### src/rtl/vga_timing_gen.sv
// VGA raster timing generator: pixel-clock enable, h/v raster position, visible flag,
// active-low syncs, line/frame start pulses and frame-stable score digits.
// Latency: counters and all decodes update together on the pclk_en edge; no backpressure.
//
// Ports:
//   clk, rst                  system clock, synchronous active-high reset
//   score0_in, score1_in      score digits from the game core (asynchronous to the raster)
//   pclk_en                   one-clk pulse every DIV clocks; the raster advances on it
//   h_cnt, v_cnt              current pixel column / line
//   valid                     visible-area flag
//   hsync, vsync              active-low sync strobes
//   line_start, frame_start   one-clk pulses on the first cycle of a new line / frame
//   score0, score1            score digits re-timed to the frame boundary
//
// H_TOT and V_TOT must each be <= 1024 and DIV must be >= 2.
module vga_timing_gen #(
    parameter int DIV    = 4,
    parameter int H_VIS  = 640,
    parameter int H_FP   = 16,
    parameter int H_SYNC = 96,
    parameter int H_BP   = 48,
    parameter int V_VIS  = 480,
    parameter int V_FP   = 10,
    parameter int V_SYNC = 2,
    parameter int V_BP   = 33
) (
    input  logic       clk,
    input  logic       rst,
    input  logic [3:0] score0_in,
    input  logic [3:0] score1_in,
    output logic       pclk_en,
    output logic [9:0] h_cnt,
    output logic [9:0] v_cnt,
    output logic       valid,
    output logic       hsync,
    output logic       vsync,
    output logic       line_start,
    output logic       frame_start,
    output logic [3:0] score0,
    output logic [3:0] score1
);

    localparam int H_TOT = H_VIS + H_FP + H_SYNC + H_BP;
    localparam int V_TOT = V_VIS + V_FP + V_SYNC + V_BP;
    localparam int DW    = $clog2(DIV);

    localparam logic [DW-1:0] DIV_LAST = DW'(DIV - 1);
    localparam logic [9:0]    H_LAST   = 10'(H_TOT - 1);
    localparam logic [9:0]    V_LAST   = 10'(V_TOT - 1);
    localparam logic [9:0]    H_VIS_C  = 10'(H_VIS);
    localparam logic [9:0]    V_VIS_C  = 10'(V_VIS);
    localparam logic [9:0]    HS_FIRST = 10'(H_VIS + H_FP);
    localparam logic [9:0]    HS_LAST  = 10'(H_VIS + H_FP + H_SYNC - 1);
    localparam logic [9:0]    VS_FIRST = 10'(V_VIS + V_FP);
    localparam logic [9:0]    VS_LAST  = 10'(V_VIS + V_FP + V_SYNC - 1);

    logic [DW-1:0] div_cnt_q, div_cnt_d;
    logic [9:0]    h_cnt_q, h_cnt_d;
    logic [9:0]    v_cnt_q, v_cnt_d;
    logic          valid_q, valid_d;
    logic          hsync_q, hsync_d;
    logic          vsync_q, vsync_d;
    logic          line_start_q, line_start_d;
    logic          frame_start_q, frame_start_d;
    logic [3:0]    score0_q, score0_d;
    logic [3:0]    score1_q, score1_d;
    logic          h_wrap, v_wrap;

    assign pclk_en = (div_cnt_q == DIV_LAST);

    always_comb begin
        div_cnt_d = pclk_en ? '0 : div_cnt_q + 1'b1;
        h_wrap    = pclk_en && (h_cnt_q == H_LAST);
        v_wrap    = h_wrap && (v_cnt_q == V_LAST);

        h_cnt_d = h_cnt_q;
        if (pclk_en) begin
            h_cnt_d = h_wrap ? 10'd0 : h_cnt_q + 10'd1;
        end

        v_cnt_d = v_cnt_q;
        if (h_wrap) begin
            v_cnt_d = v_wrap ? 10'd0 : v_cnt_q + 10'd1;
        end

        // Decodes are taken from the next counter values so that, once
        // registered, they line up exactly with the h_cnt/v_cnt they describe.
        valid_d = (h_cnt_d < H_VIS_C) && (v_cnt_d < V_VIS_C);
        hsync_d = !((h_cnt_d >= HS_FIRST) && (h_cnt_d <= HS_LAST));
        vsync_d = !((v_cnt_d >= VS_FIRST) && (v_cnt_d <= VS_LAST));

        // Pulses come only from a real wrap, so reset exit never fires them.
        // They last one clk because DIV >= 2 keeps the next cycle off pclk_en.
        line_start_d  = h_wrap;
        frame_start_d = v_wrap;

        // Scores load on the wrap edge so they change together with frame_start.
        score0_d = v_wrap ? score0_in : score0_q;
        score1_d = v_wrap ? score1_in : score1_q;
    end

    always_ff @(posedge clk) begin
        if (rst) begin
            div_cnt_q     <= '0;
            h_cnt_q       <= 10'd0;
            v_cnt_q       <= 10'd0;
            valid_q       <= 1'b1;
            hsync_q       <= 1'b1;
            vsync_q       <= 1'b1;
            line_start_q  <= 1'b0;
            frame_start_q <= 1'b0;
            score0_q      <= 4'd0;
            score1_q      <= 4'd0;
        end else begin
            div_cnt_q     <= div_cnt_d;
            h_cnt_q       <= h_cnt_d;
            v_cnt_q       <= v_cnt_d;
            valid_q       <= valid_d;
            hsync_q       <= hsync_d;
            vsync_q       <= vsync_d;
            line_start_q  <= line_start_d;
            frame_start_q <= frame_start_d;
            score0_q      <= score0_d;
            score1_q      <= score1_d;
        end
    end

    assign h_cnt       = h_cnt_q;
    assign v_cnt       = v_cnt_q;
    assign valid       = valid_q;
    assign hsync       = hsync_q;
    assign vsync       = vsync_q;
    assign line_start  = line_start_q;
    assign frame_start = frame_start_q;
    assign score0      = score0_q;
    assign score1      = score1_q;

endmodule

### config.mk
export PLATFORM = sky130hd
export DESIGN_NAME = vga_timing_gen
export DESIGN_NICKNAME = d
export VERILOG_FILES = /design/src/rtl/vga_timing_gen.sv
export SDC_FILE = /design/constraint.sdc
export NUM_CORES = 1
export LEC_CHECK = 0
export ABC_AREA = 1
export CAP_MARGIN = 25
export CORE_ASPECT_RATIO = 1.5
export CORE_MARGIN = 2
export CORE_UTILIZATION = 28
export DETAILED_ROUTE_END_ITERATION = 7
export PLACE_DENSITY = 0.58
export RECOVER_POWER = 50
export SETUP_SLACK_MARGIN = 0.1
export SLEW_MARGIN = 20
export SYNTH_ARGS = -nofsm -noshare
export SYNTH_HDL_FRONTEND = slang
export SYNTH_SLANG_ARGS = --single-unit
### constraint.sdc
create_clock -name clk -period 2.1 [get_ports clk]
set_input_delay 0.42 -clock clk [delete_from_list [all_inputs] [get_ports clk]]
set_output_delay 0.42 -clock clk [all_outputs]
set_load 0.01 [all_outputs]
# Word-level counts from Yosys, hierarchy flattened
# Index checks and enable logic that the tools add are counted.
dict set report word_totals {
  word_cells 34
  in_bits 10
  ff_bits 35
}
dict set report op_classes {
  reduce_logical 8
  mux 4
  add_sub_neg 3
  eq_ne 3
  n_lt_le_gt_ge 6
}
# cell count
set op_table {}
lappend op_table {{$mux W10} 4}
lappend op_table {{$add A10 B1 Y10 const B} 2}
lappend op_table {{$eq A10 B10 Y1 const B} 2}
lappend op_table {{$ge A10 B10 Y1 const B} 1}
lappend op_table {{$ge A10 B9 Y1 const B} 1}
lappend op_table {{$le A10 B10 Y1 const B} 1}
lappend op_table {{$le A10 B9 Y1 const B} 1}
lappend op_table {{$lt A10 B10 Y1 const B} 1}
lappend op_table {{$lt A10 B9 Y1 const B} 1}
lappend op_table {{$logic_and A1 B1 Y1} 5}
lappend op_table {{$add A2 B1 Y2 const B} 1}
lappend op_table {{$eq A2 B2 Y1 const B} 1}
lappend op_table {{$logic_not A1 Y1} 2}
lappend op_table {{$reduce_or A2 Y1} 1}

# Longest topological paths before layout
dict set report depth {
  word_depth 8
  ltp_mapped 12
}

# Least setup slack after synthesis
# OpenSTA, ideal clock, no wires.
dict set report synth_timing {
  path_type {register -> register}
  from {reg div_cnt_q[0]}
  to {reg valid_q (netlist: valid)}
  setup_ns 0.113
  period_less_slack_ns 1.667
  t_arrival_ns 1.554
  path_buffers 2
  required_ns 1.987
  slack_ns 0.433
  stages_incl_launch_ff 13
  path_cell_list {dfxtp_1 ha_1 buf_4 nand2_1 nor2_1 nand3_2 buf_6 o21ai_2 nand2_1 nor2_1 nand2_1 nor2_1 nor2_1}
}
dict set report synth_via {
  elab_chain_cells 7
  elab_cells_between_ends 10
  classes_between {2 x order compare; 1 x eq/ne; 4 x mux; 3 x reduce/logical}
}
# element line_no
set synth_rtl {}
lappend synth_rtl {{from (decl)} 57} ;# logic [DW-1:0] div_cnt_q, div_cnt_d;
lappend synth_rtl {{from (signal assigned)} 115} ;# div_cnt_q <= div_cnt_d;
lappend synth_rtl {{$eq A2 B2 Y1 *} 69} ;# assign pclk_en = (div_cnt_q == DIV_LAST);
lappend synth_rtl {{via pclk_en} 31} ;# output logic pclk_en,
lappend synth_rtl {{$logic_and A1 B1 Y1} 73} ;# h_wrap = pclk_en && (h_cnt_q == H_LAST);
lappend synth_rtl {{$logic_and A1 B1 Y1} 74} ;# v_wrap = h_wrap && (v_cnt_q == V_LAST);
lappend synth_rtl {{$mux W10} 83} ;# v_cnt_d = v_wrap ? 10'd0 : v_cnt_q + 10'd1;
lappend synth_rtl {{$mux W10} 82} ;# if (h_wrap) begin
lappend synth_rtl {{$lt A10 B9 Y1} 88} ;# valid_d = (h_cnt_d < H_VIS_C) && (v_cnt_d < V_VIS_C);
lappend synth_rtl {{$logic_and A1 B1 Y1 *} 88}
lappend synth_rtl {{to (signal assigned)} 118} ;# valid_q <= valid_d;
lappend synth_rtl {{to (decl)} 60} ;# logic valid_q, valid_d;
# The timed path passes the listed nets; every way through them passes the cells marked *.
# A chain may end at the register's enable or synchronous reset.

# Worst setup path in the final report
dict set report layout_timing {
  from {reg div_cnt_q[0]}
  to {out pclk_en}
}
dict set report layout_via {
  elab_chain_cells 1
}
# element line_no
set layout_rtl {}
lappend layout_rtl {{$eq A2 B2 Y1} 69}
lappend layout_rtl {{to (decl)} 31}
# Every way passes these cells.

==> metrics.log <==
[metrics] Slew headroom: 45.8%
[metrics] FF-to-FF setup slack: 0.31 ns
[metrics] post-route worst setup slack: 0.195 ns
[metrics] clk slew on worst S/H paths: 0.07 ns
[metrics] Worst Path Class, Setup: flip-flop to output pin
[metrics] Worst Setup Slack post-DPL: 0.130 ns
[metrics] fraction of the cycle the final worst path needs: around nine tenths
[metrics] number of search-and-repair iterations in the first detailed-routing pass: 4
[metrics] slowest cell on the critical path: clkdlybuf4s50_1
[metrics] count of distinct cell types in the synthesized netlist: 31
[metrics] largest stage delay on the critical path: 0.59 ns
[metrics] cell at the root of the clock tree: clkbuf_8
[metrics] post-synthesis instance total: ~280
[metrics] flop and latch count out of synthesis: 35
[metrics] total global routing track utilization: between 10 and 15%
[metrics] Area contributors post-synth: dfxtp_1 37%, nor2_1 12%, nand2_1 12%
[metrics] initial antenna violation count: 0
[metrics] portion of the post-synthesis area used by sequential elements: a little under two fifths
[metrics] share of layout cells above drive strength 1: 8.68%
[metrics] number of violations of the max-capacitance limit: 0
[metrics] largest area contributor in the synthesized netlist: dfxtp_1
[metrics] total clock buffers created by CTS: 5
[metrics] post-synth top area share: 37.0%
[metrics] CTS H-Tree Depth: 2
[metrics] peak clock frequency supported by timing: roughly 0.52 GHz
[metrics] Setup TNS Final: 0 ns
[metrics] post-synthesis cell area: ~1900 um^2
[metrics] Filler Cells Inserted: 698
[metrics] area of the multi-input gates: between 1000 and 1500 um^2
[metrics] total I/O pin count: 44
[metrics] final wirelength: 5040 um
[metrics] final hold violation count: 0
[metrics] data arrival time of the critical path: 1.49 ns
[metrics] starting DRC count in detailed routing: 104
[metrics] simple logic cell fraction of the synthesized area: 43.3%
[metrics] cell leakage power: 0.00108 uW
[metrics] FF/Latch Area: 702 um^2
[metrics] Vias/cell: 4.63
[metrics] post-layout total power: 1460 uW
[metrics] largest family of logic cells by synthesized area: simple AND/OR/NAND/NOR gates
[metrics] hpwl dp: 3940 um
[metrics] crit-path max FO: 9
[metrics] most numerous cell types in the synthesized netlist: 62 x nor2_1, 60 x nand2_1, 37 x inv_1
[metrics] first-pass GRT wire length: 8470 um
[metrics] Port Buf Inserts: 43
[metrics] share of synthesized area spent on multiplexers: 0%
[metrics] clk sink count: 35
[metrics] type of origin of the critical path: flip-flop
[metrics] peak ir drop on the vdd network: 0.400 mV
[metrics] largest buffer count on any clock path: 2
[metrics] Core Rows: 36
[metrics] area overhead of the layout relative to synthesis: 35.8%
[metrics] share of the synthesized area in compound gates (AO/OA/AOI/OAI): 6.94%
[metrics] CP delay by family, top: buffers and inverters
[metrics] Worst EP required: 1.68 ns
[metrics] Post-synth EDFFs: 0
[metrics] net count after synthesis: approximately 300
[metrics] global placement routability congestion: 0.837
[metrics] critical hold path startpoint: div_cnt_q[0]
[metrics] number of buffers and inverters on the critical path: 1
[metrics] launching point of the worst reg2reg path: h_cnt[0]
[metrics] post-synthesis async set-or-reset flop share: 0%
[metrics] DIE WIDTH: 71.1 um
[metrics] Total Die Area: 7450 um^2
[metrics] class of the worst hold path: flip-flop to flip-flop
[metrics] count of cells along the worst register-to-register path: 10
[metrics] final slew viol count: 0
[metrics] maximum number of pins on one net before global-route repair: 18
[metrics] predominant post-synthesis flop cell: dfxtp_1
[metrics] share of the synthesized netlist area taken by xor and xnor gates: 0.925%
[metrics] most common cell in the synthesized netlist: nor2_1
[metrics] clock tree from TritonCTS: yes
[metrics] DRC Markers: 0
[metrics] Worst Max-Slew Pin Slew: 0.813 ns
[metrics] worst-case hold path end point: div_cnt_q[0]
[metrics] vias after detailed routing: 1898
[metrics] outcome: complete, no violations
[metrics] Synth Warn #: 0
[metrics] cell-by-cell listing of the critical path: ha_2 -> clkdlybuf4s50_1
[metrics] starting density of the core: between 20% and 30%
[metrics] GR Overflow Total: 0
[metrics] core outline area: approximately 6500 um^2
[metrics] hold-fix buffer count after cts: 0
[metrics] P per Cell Area: 569 nW/um^2
[metrics] antenna diode count: 0
[metrics] endpoint of the worst-slack reg-to-reg timing path: vsync
[metrics] chip height: 105 um
[metrics] count of antenna-violating nets left after detailed routing: 0
[metrics] vias in the first global route: 1866
[metrics] clock latency on the worst-skew pair: ~0.29 ns
[metrics] share of synthesized cell area in full adder, half adder and majority cells: 2.64%
[metrics] worst hold path cell count: 1
[metrics] RSZ-0062 raised after global routing: no
[metrics] count of endpoints failing setup in the final report: 0
[metrics] worst hold margin: around 0.45 ns
[metrics] type of destination of the critical path: output pin
[metrics] average instance area after synthesis: 6.69 um^2
[metrics] post-route minimum period: 1.91 ns
[metrics] post-layout net count: 347
[metrics] Worst Clk Skew: between 0.0015 and 0.002 ns
[metrics] wire length per cell: 12.3 um
-- placed cells by master (no fill, tap or decap), types with 4 or more instances in the layout --
cell type         n
a21oi_1           7
buf_4             4
clkbuf_8          5
clkdlybuf4s50_1  27
dfxtp_1          34
dlygate4sd3_1    16
inv_1            37
nand2_1          61
nand3_1          22
nand4_1           9
nor2_1           62
nor2_4            5
nor3_1            5
o21ai_0           8
-- stage by stage --
stage | utilization, % | instance area [um^2] | std cells
floorplan | - | 1890 | 283
global placement | 37.0 | 2410 | 400
detailed placement | 37.0 | 2410 | 400
CTS | 39.0 | 2550 | 408
global route | 39.4 | 2570 | 410
finish | 39.4 | 2570 | 410
-- registers in the layout, summed over array words and instances, names as in the netlist, 2 cells and up --
name	count
score1	4
div_cnt_q	2
score0	4
v_cnt	10
h_cnt	10
-- metal layers --
layer	GRT usage, %	up-vias	part of all wire, %
met4	7.95	0	3.9
li1	-	993	-
met1	15.5	847	39
met3	2.51	15	3.4
met5	0	-	0
met2	26.2	43	53
-- final cells by class --
class                   instances  share of cell area, %
well taps                      76                   3.70
clock inverters                 3                   2.63
repair buffers                 49                   18.2
multi-input cells             205                   40.1
clock buffers                   5                   2.68
flip-flops and latches         35                   27.3
inverters                      37                   5.40
-- worst reg2reg max path: stages, from the launching register on --
cell and delay (ns):
dfxtp_1 0.41, ha_1 0.24, nand2_1 0.13, nor2_4 0.15
nand3_4 0.16, nor2_1 0.17, nor2_1 0.05, nor2_1 0.09
nand2_1 0.06, nor2_1 0.12, nand4_1 0.09
-- report_power, final --
part | switching (uW) | internal (uW)
registers | 4.50 | 670
clock network | 259 | 474
logic | 26.4 | 29.9
total | 290 | 1170
-- logic make-up (layout without fill, tap and decap cells) --
family          Yosys count  in the layout
simple gates            177            177
compound gates           22             22
flops                    35             35
xor+xnor                  2              2
buf+inv                  43             94
fa+ha+maj                 4              4
-- how the worst max path moves through the flow --
stage                       startpoint      end  slack [ns]  cells after the start
after global routing          h_cnt[5]    vsync        0.10                     10
after CTS                 div_cnt_q[0]  pclk_en        0.11                      2
after floorplan           div_cnt_q[0]    valid        0.43                     12
final                     div_cnt_q[0]  pclk_en        0.19                      2
after detailed placement      h_cnt[0]    hsync        0.13                     10
after global placement        h_cnt[0]    vsync        0.19                     10
-- what timing repair did --
| item | in CTS | in global routing |
|---|---|---|
| resized for setup | 0 | 5 |
| buffers inserted | 0 | 2 |
| setup endpoints to repair | 0 | 5 |
No activity file was read; power rests on OpenSTA's default activity.
